## src/rtl/instr_fetch_unit_if.sv

```systemverilog
// Fetch-side bus: instruction memory port, IF/ID handshake to decode,
// and redirect/halt control coming back from later stages.
interface instr_fetch_unit_if #(
  parameter int PC_W  = 14,
  parameter int CNT_W = 32
);
  logic [PC_W-1:0]  pc;
  logic [31:0]      ir;
  logic [31:0]      if_instr;
  logic [PC_W-1:0]  if_pc;
  logic             if_valid;
  logic             id_ready;
  logic             redirect;
  logic [PC_W-1:0]  redirect_pc;
  logic             halt_req;
  logic             halted;
  logic [CNT_W-1:0] fetch_count;

  modport master (
    output pc, if_instr, if_pc, if_valid, halted, fetch_count,
    input  ir, id_ready, redirect, redirect_pc, halt_req
  );

  modport slave (
    input  pc, if_instr, if_pc, if_valid, halted, fetch_count,
    output ir, id_ready, redirect, redirect_pc, halt_req
  );
endinterface

```

## src/rtl/instr_fetch_unit.sv

```systemverilog
// Fetch stage: drives pc into a combinational instruction memory and holds the
// returned word in the IF/ID register, handed to decode via valid/ready.
module instr_fetch_unit #(
  parameter int            PC_W     = 14,
  parameter int            CNT_W    = 32,
  parameter logic [PC_W-1:0] RESET_PC = '0
) (
  input logic               clk,
  input logic               rst_n,
  instr_fetch_unit_if.master bus
);

  typedef enum logic [1:0] {
    S_BOOT,
    S_RUN,
    S_HALT
  } state_t;

  state_t           r_state;
  logic [PC_W-1:0]  r_pc;
  logic [31:0]      r_if_instr;
  logic [PC_W-1:0]  r_if_pc;
  logic             r_if_valid;
  logic             r_halted;
  logic [CNT_W-1:0] r_fetch_count;
  logic             w_xfer;

  assign w_xfer = r_if_valid & bus.id_ready;

  always_ff @(posedge clk or negedge rst_n) begin
    if (!rst_n) begin
      r_state       <= S_BOOT;
      r_pc          <= RESET_PC;
      r_if_instr    <= '0;
      r_if_pc       <= '0;
      r_if_valid    <= 1'b0;
      r_halted      <= 1'b0;
      r_fetch_count <= '0;
    end else begin
      // A transfer is counted even on an edge where a redirect flushes IF/ID.
      if (w_xfer)
        r_fetch_count <= r_fetch_count + CNT_W'(1);

      case (r_state)
        S_BOOT: begin
          r_state  <= bus.halt_req ? S_HALT : S_RUN;
          r_halted <= bus.halt_req;
        end

        S_RUN: begin
          if (bus.redirect) begin
            // Halt requested alongside a redirect is taken on the next edge.
            r_pc       <= bus.redirect_pc;
            r_if_valid <= 1'b0;
          end else if (bus.halt_req) begin
            r_state  <= S_HALT;
            r_halted <= 1'b1;
            if (w_xfer)
              r_if_valid <= 1'b0;
          end else if (!r_if_valid || w_xfer) begin
            r_if_instr <= bus.ir;
            r_if_pc    <= r_pc;
            r_if_valid <= 1'b1;
            r_pc       <= r_pc + PC_W'(1);
          end
        end

        S_HALT: begin
          if (bus.redirect) begin
            r_pc       <= bus.redirect_pc;
            r_if_valid <= 1'b0;
          end else begin
            if (w_xfer)
              r_if_valid <= 1'b0;
            if (!bus.halt_req) begin
              r_state  <= S_RUN;
              r_halted <= 1'b0;
            end
          end
        end

        default: begin
          r_state  <= S_BOOT;
          r_halted <= 1'b0;
        end
      endcase
    end
  end

  assign bus.pc          = r_pc;
  assign bus.if_instr    = r_if_instr;
  assign bus.if_pc       = r_if_pc;
  assign bus.if_valid    = r_if_valid;
  assign bus.halted      = r_halted;
  assign bus.fetch_count = r_fetch_count;

endmodule

```

## src/flat_wrapper.sv

```systemverilog
// flat-port wrapper written by rule: the top's interface ports become plain ports
module instr_fetch_unit_flat 
#(
  parameter int            PC_W     = 14,
  parameter int            CNT_W    = 32,
  parameter logic [PC_W-1:0] RESET_PC = '0
)
  (clk, rst_n, bus_pc, bus_if_instr, bus_if_pc, bus_if_valid, bus_halted, bus_fetch_count, bus_ir, bus_id_ready, bus_redirect, bus_redirect_pc, bus_halt_req);
  instr_fetch_unit_if #(.PC_W(PC_W), .CNT_W(CNT_W)) bus_i ();
  input logic clk;
  input logic rst_n;
  output wire logic [$bits(bus_i.pc)-1:0] bus_pc;
  output wire logic [$bits(bus_i.if_instr)-1:0] bus_if_instr;
  output wire logic [$bits(bus_i.if_pc)-1:0] bus_if_pc;
  output wire logic [$bits(bus_i.if_valid)-1:0] bus_if_valid;
  output wire logic [$bits(bus_i.halted)-1:0] bus_halted;
  output wire logic [$bits(bus_i.fetch_count)-1:0] bus_fetch_count;
  input wire logic [$bits(bus_i.ir)-1:0] bus_ir;
  input wire logic [$bits(bus_i.id_ready)-1:0] bus_id_ready;
  input wire logic [$bits(bus_i.redirect)-1:0] bus_redirect;
  input wire logic [$bits(bus_i.redirect_pc)-1:0] bus_redirect_pc;
  input wire logic [$bits(bus_i.halt_req)-1:0] bus_halt_req;
  assign bus_pc = bus_i.pc;
  assign bus_if_instr = bus_i.if_instr;
  assign bus_if_pc = bus_i.if_pc;
  assign bus_if_valid = bus_i.if_valid;
  assign bus_halted = bus_i.halted;
  assign bus_fetch_count = bus_i.fetch_count;
  assign bus_i.ir = bus_ir;
  assign bus_i.id_ready = bus_id_ready;
  assign bus_i.redirect = bus_redirect;
  assign bus_i.redirect_pc = bus_redirect_pc;
  assign bus_i.halt_req = bus_halt_req;
  instr_fetch_unit #(.PC_W(PC_W), .CNT_W(CNT_W), .RESET_PC(RESET_PC)) u_core (.clk(clk), .rst_n(rst_n), .bus(bus_i));
endmodule
```

## config.mk

```make
export PLATFORM = sky130hd
export DESIGN_NAME = instr_fetch_unit_flat
export DESIGN_NICKNAME = d
export VERILOG_FILES = /design/src/rtl/instr_fetch_unit_if.sv /design/src/rtl/instr_fetch_unit.sv /design/src/flat_wrapper.sv
export SDC_FILE = /design/constraint.sdc
export NUM_CORES = 1
export LEC_CHECK = 0
export CAP_MARGIN = 20
export CORE_UTILIZATION = 50
export CTS_CLUSTER_DIAMETER = 200
export CTS_CLUSTER_SIZE = 20
export DETAILED_ROUTE_END_ITERATION = 6
export PLACE_DENSITY = 0.86
export SYNTH_ARGS = -nofsm -noshare
export SYNTH_HDL_FRONTEND = slang
export SYNTH_SLANG_ARGS = --single-unit
```

## constraint.sdc

```tcl
create_clock -name clk -period 3 [get_ports clk]
set_input_delay 0.45 -clock clk [delete_from_list [all_inputs] [get_ports clk]]
set_output_delay 0.45 -clock clk [all_outputs]
set_load 0.005 [all_outputs]
```

# --- Yosys cells after proc, flatten, opt, wreduce, memory -nomap -nowiden ---
# Cells that the tools add are included.
# Widths: inputs -> output; s select.
totals:
  reg_bits: 96
  output_inout_bits: 94
  elab_cells: 52
classes:
  n_addsub: 2
  n_eq_ne: 10
  muxes: 22
  bitwise: 3
  reduce_logical: 8
ops:
  columns: ["op", "count"]
  rows:
  - ["$mux 14", 4]
  - ["$add 32x1->32 const B", 1]
  - ["$pmux 14 s2", 1]
  - ["$add 14x1->14 const B", 1]
  - ["$reduce_and 4->1", 3]
  - ["$mux 2", 5]
  - ["$ne 2x2->1 const B", 5]
  - ["$mux 1", 9]
  - ["$pmux 2 s3", 1]
  - ["$ne 4x3->1 const B", 1]
  - ["$ne 3x2->1 const B", 1]
  - ["$ne 3x3->1 const B", 1]
  - ["$pmux 1 s3", 1]
  - ["$eq 2x1->1 const B", 1]
  - ["$eq 2x2->1 const B", 1]
  - ["$logic_not 2->1", 1]
  - ["$not 1->1", 2]
  - ["$pmux 1 s2", 1]
  - ["$reduce_and 2->1", 1]
  - ["$reduce_bool 2->1", 1]
  - ["$and 1x1->1", 1]
  - ["$logic_not 1->1", 1]
  - ["$logic_or 1x1->1", 1]

# --- Longest topological paths before layout ---
depth:
  word_depth: 6
  depth_mapped: 8
  ltp_nobuf: 6

# --- Least setup slack after synthesis ---
# Ideal clock, no wire load.
synth_path:
  path_type: "flip-flop to flip-flop"
  startpoint: "reg u_core.r_state[0]"
  endpoint: "reg u_core.r_pc[1], in the netlist u_core.bus.pc[1]"
  t_arrival_ns: 1.577
  setup_slack_ns: 1.298
  path_stages_with_launch: 7
  n_path_buf: 1
  path_cell_list: "dfrtp_1 inv_1 ha_1 or2_1 buf_6 mux2_4 mux2_2"
synth_via:
  elab_chain_cells: 3
  elab_cells_between_ends: 8
  cone_classes: "eq/ne: 5; mux: 1; reduce/logical: 2"
synth_rtl:
  columns: ["element", "line", "text"]
  rows:
  - ["start: declaration", "instr_fetch_unit.sv:19", "state_t r_state;"]
  - ["start signal: assignment", "instr_fetch_unit.sv:46", "r_state <= bus.halt_req ? S_HALT : S_RUN;"]
  - ["$eq 2x1->1 / $eq 2x2->1 (equally long branches)", "instr_fetch_unit.sv:44", "case (r_state)"]
  - ["$ne 3x2->1 (no source line), or another cell as far along", null, null]
  - ["$reduce_and 4->1 (no source line)", null, null]
  - ["end signal: assignment", "instr_fetch_unit.sv:53", "r_pc <= bus.redirect_pc;"]
  - ["end signal: assignment", "instr_fetch_unit.sv:64", "r_pc <= r_pc + PC_W'(1);"]
  - ["end signal: assignment", "instr_fetch_unit.sv:70", "r_pc <= bus.redirect_pc;"]
  - ["end: declaration", "instr_fetch_unit.sv:20", "logic [PC_W-1:0] r_pc;"]
# Parallel ways exist; a longest one is shown, timed or not.
# A chain may end at the register's enable or synchronous reset.

# --- Worst setup path in the final report ---
layout_path:
  startpoint: "reg u_core.r_state[1]"
  endpoint: "reg u_core.r_pc[13], in the netlist u_core.bus.pc[13]"
# The elaborated chain is that of the path after synthesis.

==> out/qor.csv <==
metric,value,unit
Post-CTS Hold Buffers,0,
first-iteration detailed-routing DRC count,146,
instance count of the mapped netlist,372,
die area,9430,sq um
Total GRT Usage,23.00,%
status,finished clean,
worst path cell trace,inv_1 -> ha_1 -> nor2_1 -> nor2_1 -> buf_4 -> a2bb2oi_1,
FF/Latch Area,2402,sq um
"Period Utilization, post-route",75.80,%
Synth Flop Type,dfrtp_1,
drt via density,5.559,
clk slew on worst S/H paths,90,ps
Worst Path Max Fanout,15,
most frequent cell on the critical path,nor2_1,
Core Footprint,8721,sq um
final hold viol count,0,
Fillers,654,
"Net Count, Synth",428,
Area contributors post-synth,"dfrtp_1, mux2_2, mux2_4",
H-tree depth,3,
area grow syn2layout,36.46,%
TritonCTS clock tree,done,
final WL,10370,um
Final nets,567,
fin cells,623,
# setup viols final,0,
wire per inst,16.64,um
total power,0.005231,W
RePlAce Congestion,0.8810,
Worst EP required,3250,ps
antenna violations before repair,0,
DP Area,6000,sq um
async set-reset flop share out of synthesis,100.0,%
Worst Setup End Kind,flip-flop,
DRC Markers,0,
Hold Path Class,primary input to async pin,
Crit-path slowest cell,nor2_1,
Avg Inst Size Synth,12.16,sq um
Max clock buf depth,2,
DIE HEIGHT,97.11,um
Initial Util,51.87,%
Synth top cells by count,"dfrtp_1, mux2_2, xnor2_1",
DRT Pass-1 Iters,4,
WHS,104.3,ps
Setup Skew,14.88,ps
clk sinks,96,
synth warn,0,
Diodes inserted,0,
max-cap violations,0,
Worst path max stage delay,760,ps
Slew @ Worst Pin,955.5,ps
PwrDens,847.5,nW/um^2
post-layout min period,2274,ps
max frequency,439.8,MHz
Synth cell types,44,
"Cell Area, Synth",4523,sq um
top-count cell post-synth,dfrtp_1,
Worst slew margin,36.07,%
Seq cells post-synth,96,
"Slew Viols, Final",0,
dpl cells,608,
Setup Total Neg Slack,0,ps
Post-DP HPWL,7506,um
maximum number of pins on one net before global-route repair,50,
CP Buf/Inv Count,2,
post-synth top area cell,dfrtp_1,
number of port buffers,144,
number of synthesized flops with an enable pin,0,
top cell type's share of synthesized area,53.11,%
via count,3463,
CTS root buffer,clkbuf_8,
num ports,145,
"Setup Fix Bufs, Post-CTS",0,
ANT nets after route,0,
leakage power,2.628,nW
crit start category,flip-flop,
post-synthesis sequential area ratio,53.11,%
CTS resizes,0,
layout cells sized above 1,15.34,%
vias in the first global route,3538,
total gr overflow,0,
Max VDD drop,505.2,uV
post-route cell area,6172,sq um
first-pass GRT wire length,17600,um
WS Path Type,flip-flop to flip-flop,
die width,97.11,um
RSZ-0062 raised after global routing,no,
cts bufs inserted,9,
"Data arrival, critical path",2530,ps
worst-skew pair later-pin latency,350,ps
Top Family by Delay on Critical Path,simple AND/OR/NAND/NOR gates,
Rows,34,
area taken by multi-input logic gates,1934,sq um
==> sequential cells by signal (all words and copies together) (netlist names) <==
signal / count
u_core.bus.fetch_count: 32
u_core.bus.pc: 14
u_core.bus.halted: 1
u_core.bus.if_instr: 32
u_core.bus.if_pc: 14
u_core.r_state: 2
u_core.bus.if_valid: 1
==> power breakdown <==
group          switching [W]  internal [W]  total (W)
clock               0.000439      0.000322   0.000761
combinational       0.000834       0.00147    0.00230
sequential          0.000404       0.00176    0.00217
==> worst register-to-register path, stage by stage (launching register included) <==
cell       delay [ps]
dfrtp_1           450
inv_1              90
ha_1              290
nor2_1            760
nor2_1            170
buf_4             240
a2bb2oi_1         210
==> final cells by class <==
| type | instances | share of cell area (%) |
|---|---|---|
| flip-flops and latches | 96 | 38.92 |
| multi-input cells | 248 | 31.34 |
| repair buffers | 149 | 24.33 |
| clock buffers | 11 | 2.291 |
| well taps | 108 | 2.189 |
| clock inverters | 4 | 0.5068 |
| inverters | 7 | 0.4257 |
==> path summary, 6_finish.rpt <==
path                                             from                         end  slack [ps]  cells after the start
setup / recovery                    u_core.r_state[1]           u_core.bus.pc[13]         730                      6
hold / removal                                  rst_n      u_core.bus.if_instr[2]         100                      1
setup reg to reg                    u_core.r_state[1]           u_core.bus.pc[13]         730                      6
hold reg to reg            u_core.bus.fetch_count[31]  u_core.bus.fetch_count[31]         480                      1
max in group asynchronous                       rst_n     u_core.bus.if_instr[21]        2180                      2
min in group clk           u_core.bus.fetch_count[31]  u_core.bus.fetch_count[31]         480                      1
==> kinds of logic (layout without fill, tap and decap cells) <==
kind of cell    after synthesis  in the layout  synth area share, %
compound gates               49             49                7.441
xor+xnor                     31             31                6.003
fa+ha+maj                     5              5                1.383
buf+inv                      28            171                4.232
flops                        96             96                53.11
mux                          49             49                13.58
simple gates                114            114                14.25
==> metal layers <==
| layer | routed length, um | share of wire (%) | track usage, % |
|---|---|---|---|
| met1 | 4464 | 43 | 30.78 |
| met2 | 5129 | 49 | 36.67 |
| met3 | 540 | 5.2 | 4.029 |
| met4 | 230 | 2.2 | 10.68 |
| met5 | 0 | 0 | 0 |
==> through the flow <==
stage / setup WS, ps / util [%]
6_report: 726.1 / 70.77
3_5_place_dp: 646.7 / 68.79
3_3_place_gp: 734.2 / 68.79
5_1_grt: 517.1 / 70.77
2_1_floorplan: 1298 / -
4_1_cts: 729.8 / 70.77
==> cells in the final DEF, fill, tap and decap left out, drive strengths merged, types with 2 or more instances in the layout <==
cell type	netlist	routed
clkdlybuf4s50	0	143
dfrtp	96	96
mux2	48	48
xnor2	29	29
nand2	24	24
nand4	21	21
nand3	18	18
nor2	14	14
a2bb2oi	11	11
clkbuf	1	11
and3	10	10
nor3	10	10
o21ai	8	8
o22ai	8	8
and4	8	8
a21oi	8	8
inv	7	7
a211oi	6	6
buf	20	6
ha	5	5
and2	3	3
a31oi	3	3
clkinvlp	0	3
xor2	2	2
Note: power is estimated with default switching activity, not from simulation.
